==> src/rtl/mul_seq_pkg.sv <==
// Shared definitions for the shift-add multiplier sequencer.
// State encodings, default operand width and buzzer tone values.
package mul_seq_pkg;

    typedef enum logic [1:0] {
        ST_IDLE = 2'd0,
        ST_LOAD = 2'd1,
        ST_RUN  = 2'd2
    } state_t;

    localparam int W_DEF = 4;

    localparam logic [7:0] BZ_TONE = 8'h10;
    localparam logic [7:0] BZ_ZERO = 8'h40;

endpackage

==> src/rtl/mul_seq_if.sv <==
// Sequencer <-> shift-add multiplier link.
// master drives load/operands, slave returns the product.
interface mul_seq_if #(
    parameter int W = 4
);
    logic           ld;
    logic [W-1:0]   a;
    logic [W-1:0]   b;
    logic [2*W-1:0] ry;

    modport master (output ld, output a, output b, input ry);
    modport slave  (input ld, input a, input b, output ry);
endinterface

==> src/rtl/mul_seq_rise_det.sv <==
// Synchronous 1-bit rising-edge detector.
// History resets high so a level held through reset never fires.
module rise_det (
    input  logic clk,
    input  logic rst,
    input  logic d,
    output logic rise
);

    logic hist;

    always_ff @(posedge clk) begin
        if (rst) begin
            hist <= 1'b1;
        end else begin
            hist <= d;
        end
    end

    assign rise = d & ~hist;

endmodule

==> src/rtl/mul_seq.sv <==
// Sequencer for the shift-add multiplier: load, W run steps, capture.
// Optional buzzer outputs (bz_wr/bz_val) under `define MUL_SEQ_BZ_EN.
import mul_seq_pkg::*;

module mul_seq #(
    parameter int W     = W_DEF,
    parameter int CNT_W = 8
) (
    input  logic             clk,
    input  logic             rst,
    input  logic             start,
    input  logic [W-1:0]     a,
    input  logic [W-1:0]     b,
    mul_seq_if.master        mul,
    output logic             busy,
    output logic             done,
    output logic [2*W-1:0]   result,
`ifdef MUL_SEQ_BZ_EN
    output logic             bz_wr,
    output logic [7:0]       bz_val,
`endif
    output logic [CNT_W-1:0] op_cnt
);

    localparam int SW = (W > 1) ? $clog2(W) : 1;
    localparam logic [SW-1:0] LAST = SW'(W - 1);

    state_t        state;
    logic [SW-1:0] step;
    logic          rise;

    rise_det u_rise (
        .clk  (clk),
        .rst  (rst),
        .d    (start),
        .rise (rise)
    );

    always_ff @(posedge clk) begin
        if (rst) begin
            state  <= ST_IDLE;
            step   <= '0;
            mul.ld <= 1'b1;
            mul.a  <= '0;
            mul.b  <= '0;
            busy   <= 1'b0;
            done   <= 1'b0;
            result <= '0;
            op_cnt <= '0;
        end else begin
            done <= 1'b0;
            unique case (state)
                ST_IDLE: begin
                    if (rise) begin
                        mul.a <= a;
                        mul.b <= b;
                        busy  <= 1'b1;
                        state <= ST_LOAD;
                    end
                end
                ST_LOAD: begin
                    mul.ld <= 1'b0;
                    step   <= '0;
                    state  <= ST_RUN;
                end
                ST_RUN: begin
                    if (step == LAST) begin
                        mul.ld <= 1'b1;
                        busy   <= 1'b0;
                        done   <= 1'b1;
                        result <= mul.ry;
                        op_cnt <= op_cnt + 1'b1;
                        state  <= ST_IDLE;
                    end else begin
                        step <= step + 1'b1;
                    end
                end
                default: begin
                    state <= ST_IDLE;
                end
            endcase
        end
    end

`ifdef MUL_SEQ_BZ_EN
    // Tone chosen from the product being captured in the same edge.
    always_ff @(posedge clk) begin
        if (rst) begin
            bz_wr  <= 1'b0;
            bz_val <= 8'h00;
        end else begin
            bz_wr <= 1'b0;
            if (state == ST_RUN && step == LAST) begin
                bz_wr  <= 1'b1;
                bz_val <= (mul.ry == '0) ? BZ_ZERO : BZ_TONE;
            end
        end
    end
`endif

endmodule

==> src/flat_wrapper.sv <==
// flat-port wrapper written by rule: the top's interface ports become plain ports
module mul_seq_flat 
#(
    parameter int W     = W_DEF,
    parameter int CNT_W = 8
)
  (clk, rst, start, a, b, busy, done, result, op_cnt, mul_ld, mul_a, mul_b, mul_ry);
  mul_seq_if #(.W(W)) mul_i ();
  input  logic clk;
  input  logic rst;
  input  logic start;
  input  logic [W-1:0] a;
  input  logic [W-1:0] b;
  output logic busy;
  output logic done;
  output logic [2*W-1:0] result;
  output logic [CNT_W-1:0] op_cnt;
  output wire logic [$bits(mul_i.ld)-1:0] mul_ld;
  output wire logic [$bits(mul_i.a)-1:0] mul_a;
  output wire logic [$bits(mul_i.b)-1:0] mul_b;
  input wire logic [$bits(mul_i.ry)-1:0] mul_ry;
  assign mul_ld = mul_i.ld;
  assign mul_a = mul_i.a;
  assign mul_b = mul_i.b;
  assign mul_i.ry = mul_ry;
  mul_seq #(.W(W), .CNT_W(CNT_W)) u_core (.clk(clk), .rst(rst), .start(start), .a(a), .b(b), .mul(mul_i), .busy(busy), .done(done), .result(result), .op_cnt(op_cnt));
endmodule
==> config.mk <==
export PLATFORM = sky130hd
export DESIGN_NAME = mul_seq_flat
export DESIGN_NICKNAME = d
export VERILOG_FILES = /design/src/rtl/mul_seq_pkg.sv /design/src/rtl/mul_seq_if.sv /design/src/rtl/mul_seq_rise_det.sv /design/src/rtl/mul_seq.sv /design/src/flat_wrapper.sv
export SDC_FILE = /design/constraint.sdc
export NUM_CORES = 1
export LEC_CHECK = 0
export CAP_MARGIN = 20
export CORE_ASPECT_RATIO = 1.1
export CORE_MARGIN = 2
export CORE_UTILIZATION = 47
export DETAILED_ROUTE_END_ITERATION = 7
export GPL_ROUTABILITY_DRIVEN = 0
export PLACE_DENSITY = 0.87
export SYNTH_ARGS = -nofsm -noshare
export SYNTH_HDL_FRONTEND = slang
export SYNTH_SLANG_ARGS = --single-unit
export TNS_END_PERCENT = 10
==> constraint.sdc <==
create_clock -name clk -period 4.6 [get_ports clk]
set_clock_uncertainty 0.05 [all_clocks]
set_input_delay 0.46 -clock clk [delete_from_list [all_inputs] [get_ports clk]]
set_output_delay 0.46 -clock clk [all_outputs]
set_load 0.01 [all_outputs]
Word-level counts from Yosys, hierarchy flattened
Index checks and enable logic that the tools add are counted.
- bits in registers: 32
- bits in latches: 0
- bits in writable memories: 0
- ROM bits: 0
- bits of input ports: 19
- output and inout bits: 27
- memories kept: 0
- add/subtract/negate cells: 2
- multiply operators: 0
- divide/modulo/power cells: 0
- order comparisons: 0
- equal/unequal tests: 6
- shifts and indexed selects: 0
- muxes and demuxes: 11
- bitwise logic cells: 3
- reduce and logical (&&, ||, !) cells: 10
- operators by type and width (operator ; count):
    $reduce_and 2->1 ; 5
    $add 8x1->8 const B ; 1
    $mux 2 ; 3
    $pmux 2 s3 ; 1
    $eq 2x2->1 const B ; 2
    $mux 1 ; 4
    $ne 2x1->1 const B ; 2
    $pmux 1 s2 ; 2
    $pmux 2 s2 ; 1
    $reduce_bool 2->1 ; 2
    $reduce_and 3->1 ; 1
    $add 2x1->2 const B ; 1
    $eq 2x1->1 const B ; 1
    $logic_not 2->1 ; 1
    $ne 2x2->1 const B ; 1
    $not 1->1 ; 2
    $reduce_or 2->1 ; 1
    $and 1x1->1 ; 1

Longest topological paths before layout
- depth in word-level cells: 4
- depth in mapped cells: 6
- mapped depth without buffers: 4

By module
A second synthesis with hierarchy kept.
- cells, all modules: 133
- area, all modules: 1217.4 um^2
- by module, submodules not included (module ; instances ; cells each ; area each (um^2) ; seq. area each (um^2)):
    mul_seq ; 1 ; 130 ; 1184.9 ; 620.6
    rise_det ; 1 ; 3 ; 32.5 ; 20.0

Worst setup path after synthesis
Ideal clock, no wire load.
- path kind: flip-flop to flip-flop
- start: register u_core.step[0]
- end: register u_core.op_cnt[5]
- arrival: 1.398 ns
- required time: 4.480 ns
- path slack: 3.081 ns
- stages on the path, launching flop included: 6
- path buffers: 1
- period minus slack after synthesis: 1.519 ns
- cells stage by stage: dfxtp_1 ha_1 buf_2 nand3b_4 or4_1 a21oi_1
- longest elaborated chain between the ends: 2
- RTL lines (item ; RTL line ; text):
    start, declared ; mul_seq.sv:29 ; logic [SW-1:0] step;
    start signal, assigned ; mul_seq.sv:75 ; step <= step + 1'b1;
    $eq 2x2->1 ; mul_seq.sv:67 ; if (step == LAST) begin
    $reduce_and 2->1 (no line) ; - ;
    end signal, assigned ; mul_seq.sv:72 ; op_cnt <= op_cnt + 1'b1;
    end, declared ; mul_seq.sv:22 ; output logic [CNT_W-1:0] op_cnt
Every way passes these cells.
A chain may end at the register's enable or synchronous reset.

Worst setup path in the final report
Ends and elaborated chain as after synthesis.

==> insert_results.sql <==
INSERT INTO impl_metrics (metric_group, metric, value, unit) VALUES
('layout', 'fill_cells', '201', ''),
('global_route', 'first_global_vias', '1107', ''),
('global_route', 'grt_antenna_before_repair', '0', ''),
('min_path', 'worst_hold_path_type', 'flop to flop', ''),
('pwr', 'seqPwrFrac', '58.1', '%'),
('sta', 'finalSetupViolations', '0', ''),
('min_path', 'timing.hold.worst.start', 'u_core.mul.b[3]', ''),
('synthesis', 'synth_area', '0.00128', 'mm²'),
('place', 'place_area', '0.00172', 'mm²'),
('pwr', 'p_leak', '0.685', 'nW'),
('min_path', 'hold_path_end', 'u_core.mul.b[3]', ''),
('sta', 'rsz0062_at_grt', 'no', ''),
('global_route', 'grt.total_usage', '21.4', '%'),
('critical_path', 'worst_setup_sp_type', 'flop', ''),
('clock_network', 'clockRootBuffer', 'clkbuf_4', ''),
('critical_path', 'worst_r2r_path_depth', '4', ''),
('clock_network', 'ctsHtreeMaxLevel', '2', ''),
('synthesis', 'post_synth_main_area_contributors', 'dfxtp_1 50%, nand2_1 11%, a21oi_1 9.8%', ''),
('sta', 'layout_worst_path_cycle_share', '40.9', '%'),
('outcome', 'outcome', 'finished, final reports clean', ''),
('sta', 'finalHoldViolCount', '0', ''),
('clock_network', 'clock_tree_from_tritoncts', 'yes', ''),
('critical_path', 'critPathCaptureType', 'flop', ''),
('critical_path', 'timing.critical_path.fanout_max', '17', ''),
('floorplanning', 'std_cell_rows', '19', ''),
('sta', 'totalNegativeSetupSlack', '0', 'ns'),
('pwr', 'powerDensity', '274', 'mW/mm²'),
('route', 'routed-wl-met3', '175', 'µm'),
('layout', 'layoutNonFillerInstCount', '221', ''),
('synthesis', 'yosysUniqueCellTypes', '30', ''),
('layout', 'mostFrequentLayoutCell', 'clkdlybuf4s50_1', ''),
('critical_path', 'worstReg2RegStart', 'u_core.step[0]', ''),
('route', 'postRouteAntennaNets', '0', ''),
('pwr', 'p_clk_share', '34.0', '%'),
('layout', 'final_layout_size_suffix_gt1_share', '6.84', '%'),
('synthesis', 'synthCells', '145', ''),
('route', 'detail_route.wirelength', '2880', 'µm'),
('synthesis', 'top_area_cell_type_share_of_the_netlist_area', '50.1', '%'),
('clock_network', 'post_cts_buffers', '0', ''),
('layout', 'antenna_cells_inserted', '0', ''),
('synthesis', 'syn-num-nets', '166', ''),
('global_route', 'grt_remaining_overflow', '0', ''),
('layout', 'top_library_cells_by_usage_in_the_layout_fill_and_taps_aside', '45 x clkdlybuf4s50_1, 38 x nand2_1, 32 x dfxtp_1', ''),
('route', 'drt_pre_antenna_iters', '4', ''),
('place', 'numPlacedInstances', '212', ''),
('pwr', 'post-layout-total-power', '0.492', 'mW'),
('sta', 'worst_slew_pin_slew', '0.535', 'ns'),
('route', 'dr_wl_met2', '1480', 'µm'),
('route', 'vias_per_cell', '5.24', ''),
('pwr', 'worst_ir_drop_vdd', '0.000240', 'V'),
('place', 'port_buffers', '45', ''),
('run', 'cap_violations', '0', ''),
('synthesis', 'postSynth.asyncResetShare', '0', '%'),
('layout', 'final_core_utilization', '70.5', '%'),
('synthesis', 'yosys_warnings', '0', ''),
('synthesis', 'ys_seq_elements', '32', ''),
('synthesis', 'syn_area_per_cell', '8.81', 'µm²'),
('layout', 'syn_to_final_growth', '40.5', '%'),
('critical_path', 'r2r_slack', '2.72', 'ns'),
('floorplanning', 'core_area', '0.00254', 'mm²'),
('clock_network', 'path_clk_slew', '0.10', 'ns'),
('sta', 'worst_slack', '2.72', 'ns'),
('pwr', 'p_int', '0.379', 'mW'),
('route', 'dr.max_layer_used', 'met4', ''),
('route', 'initialDrtViolationCount', '19', ''),
('layout', 'finalInstanceArea', '0.00179', 'mm²'),
('pwr', 'pwr-share-comb', '7.9', '%'),
('global_route', 'grt_pass1_wl', '4830', 'µm'),
('sta', 'max_freq', '0.532', 'GHz'),
('pwr', 'p_sw', '0.113', 'mW'),
('pwr', 'power.switching_fraction', '23.0', '%');
==> synth_stat cells, types with 2 or more instances <==
| master | instances |
|---|---|
| nand2_1 | 38 |
| dfxtp_1 | 32 |
| a21oi_1 | 25 |
| nor2_1 | 7 |
| o21ai_0 | 5 |
| clkbuf_1 | 4 |
| buf_2 | 3 |
| or3_1 | 3 |
| and3b_1 | 2 |
| ha_1 | 2 |
| nand4_1 | 2 |
| nor2b_1 | 2 |
| o31ai_1 | 2 |
| or4_1 | 2 |
==> cell families (layout without fill, tap and decap cells) <==
family / Yosys count / count (layout) / share of synthesized area (%)
flip-flops: 32 / 32 / 50.1
AO/OA/AOI/OAI: 35 / 35 / 14.9
AND/OR/NAND/NOR: 63 / 63 / 26.7
buffers and inverters: 10 / 55 / 4.11
multiplexers: 1 / 1 / 0.784
XOR/XNOR: 2 / 2 / 1.37
adder cells (fa/ha/maj): 2 / 2 / 1.96
==> worst max-delay path by stage <==
stage | start | end | slack, ns | cells past startpoint
after detailed placement | rst | u_core.u_rise.hist | 2.43 | 2
after global placement | rst | u_core.u_rise.hist | 2.47 | 2
after CTS | u_core.step[0] | u_core.op_cnt[5] | 2.70 | 4
final | u_core.step[0] | u_core.op_cnt[5] | 2.72 | 4
after global routing | u_core.step[0] | u_core.op_cnt[5] | 2.59 | 4
after floorplan | u_core.step[0] | u_core.op_cnt[5] | 3.08 | 5
==> flip-flops by register name, summed over array words and instances (netlist names) <==
| name | cells |
|---|---|
| u_core.op_cnt | 8 |
| u_core.result | 8 |
| u_core.state | 2 |
| u_core.busy | 1 |
| u_core.done | 1 |
| u_core.mul.a | 4 |
| u_core.mul.ld | 1 |
| u_core.mul.b | 4 |
| u_core.step | 2 |
| u_core.u_rise.hist | 1 |
==> layout make-up <==
class / count / area [µm²] / area share [%]
well taps: 31 / 38.8 / 2.16
clock inverters: 2 / 10.0 / 0.558
multi-input cells: 103 / 584 / 32.6
flip-flops and latches: 32 / 641 / 35.7
inverters: 1 / 3.75 / 0.209
repair buffers: 46 / 465 / 25.9
clock buffers: 6 / 51.3 / 2.86
==> critical path, cell delays in order (launching register included) <==
cell and delay, ns:
dfxtp_1 0.39, ha_1 0.41, nand3b_4 0.25, or4_1 0.55, a21oi_1 0.16
==> power groups by stage <==
stage                     Clock [mW]  Combinational, mW  Sequential (mW)
final                          0.167             0.0388            0.286
after global routing           0.181             0.0425            0.287
after CTS                      0.171             0.0376            0.286
after detailed placement           0             0.0374            0.292
after global placement             0             0.0366            0.292
after floorplan                    0             0.0143            0.292
==> metal layers <==
layer  GRT usage (%)  vias to the layer above
li1                -                      582
met1            25.0                      535
met2            34.7                       33
met3            6.60                        7
met4            11.0                        0
met5               0                        -
Note: power is estimated with default switching activity, not from simulation.
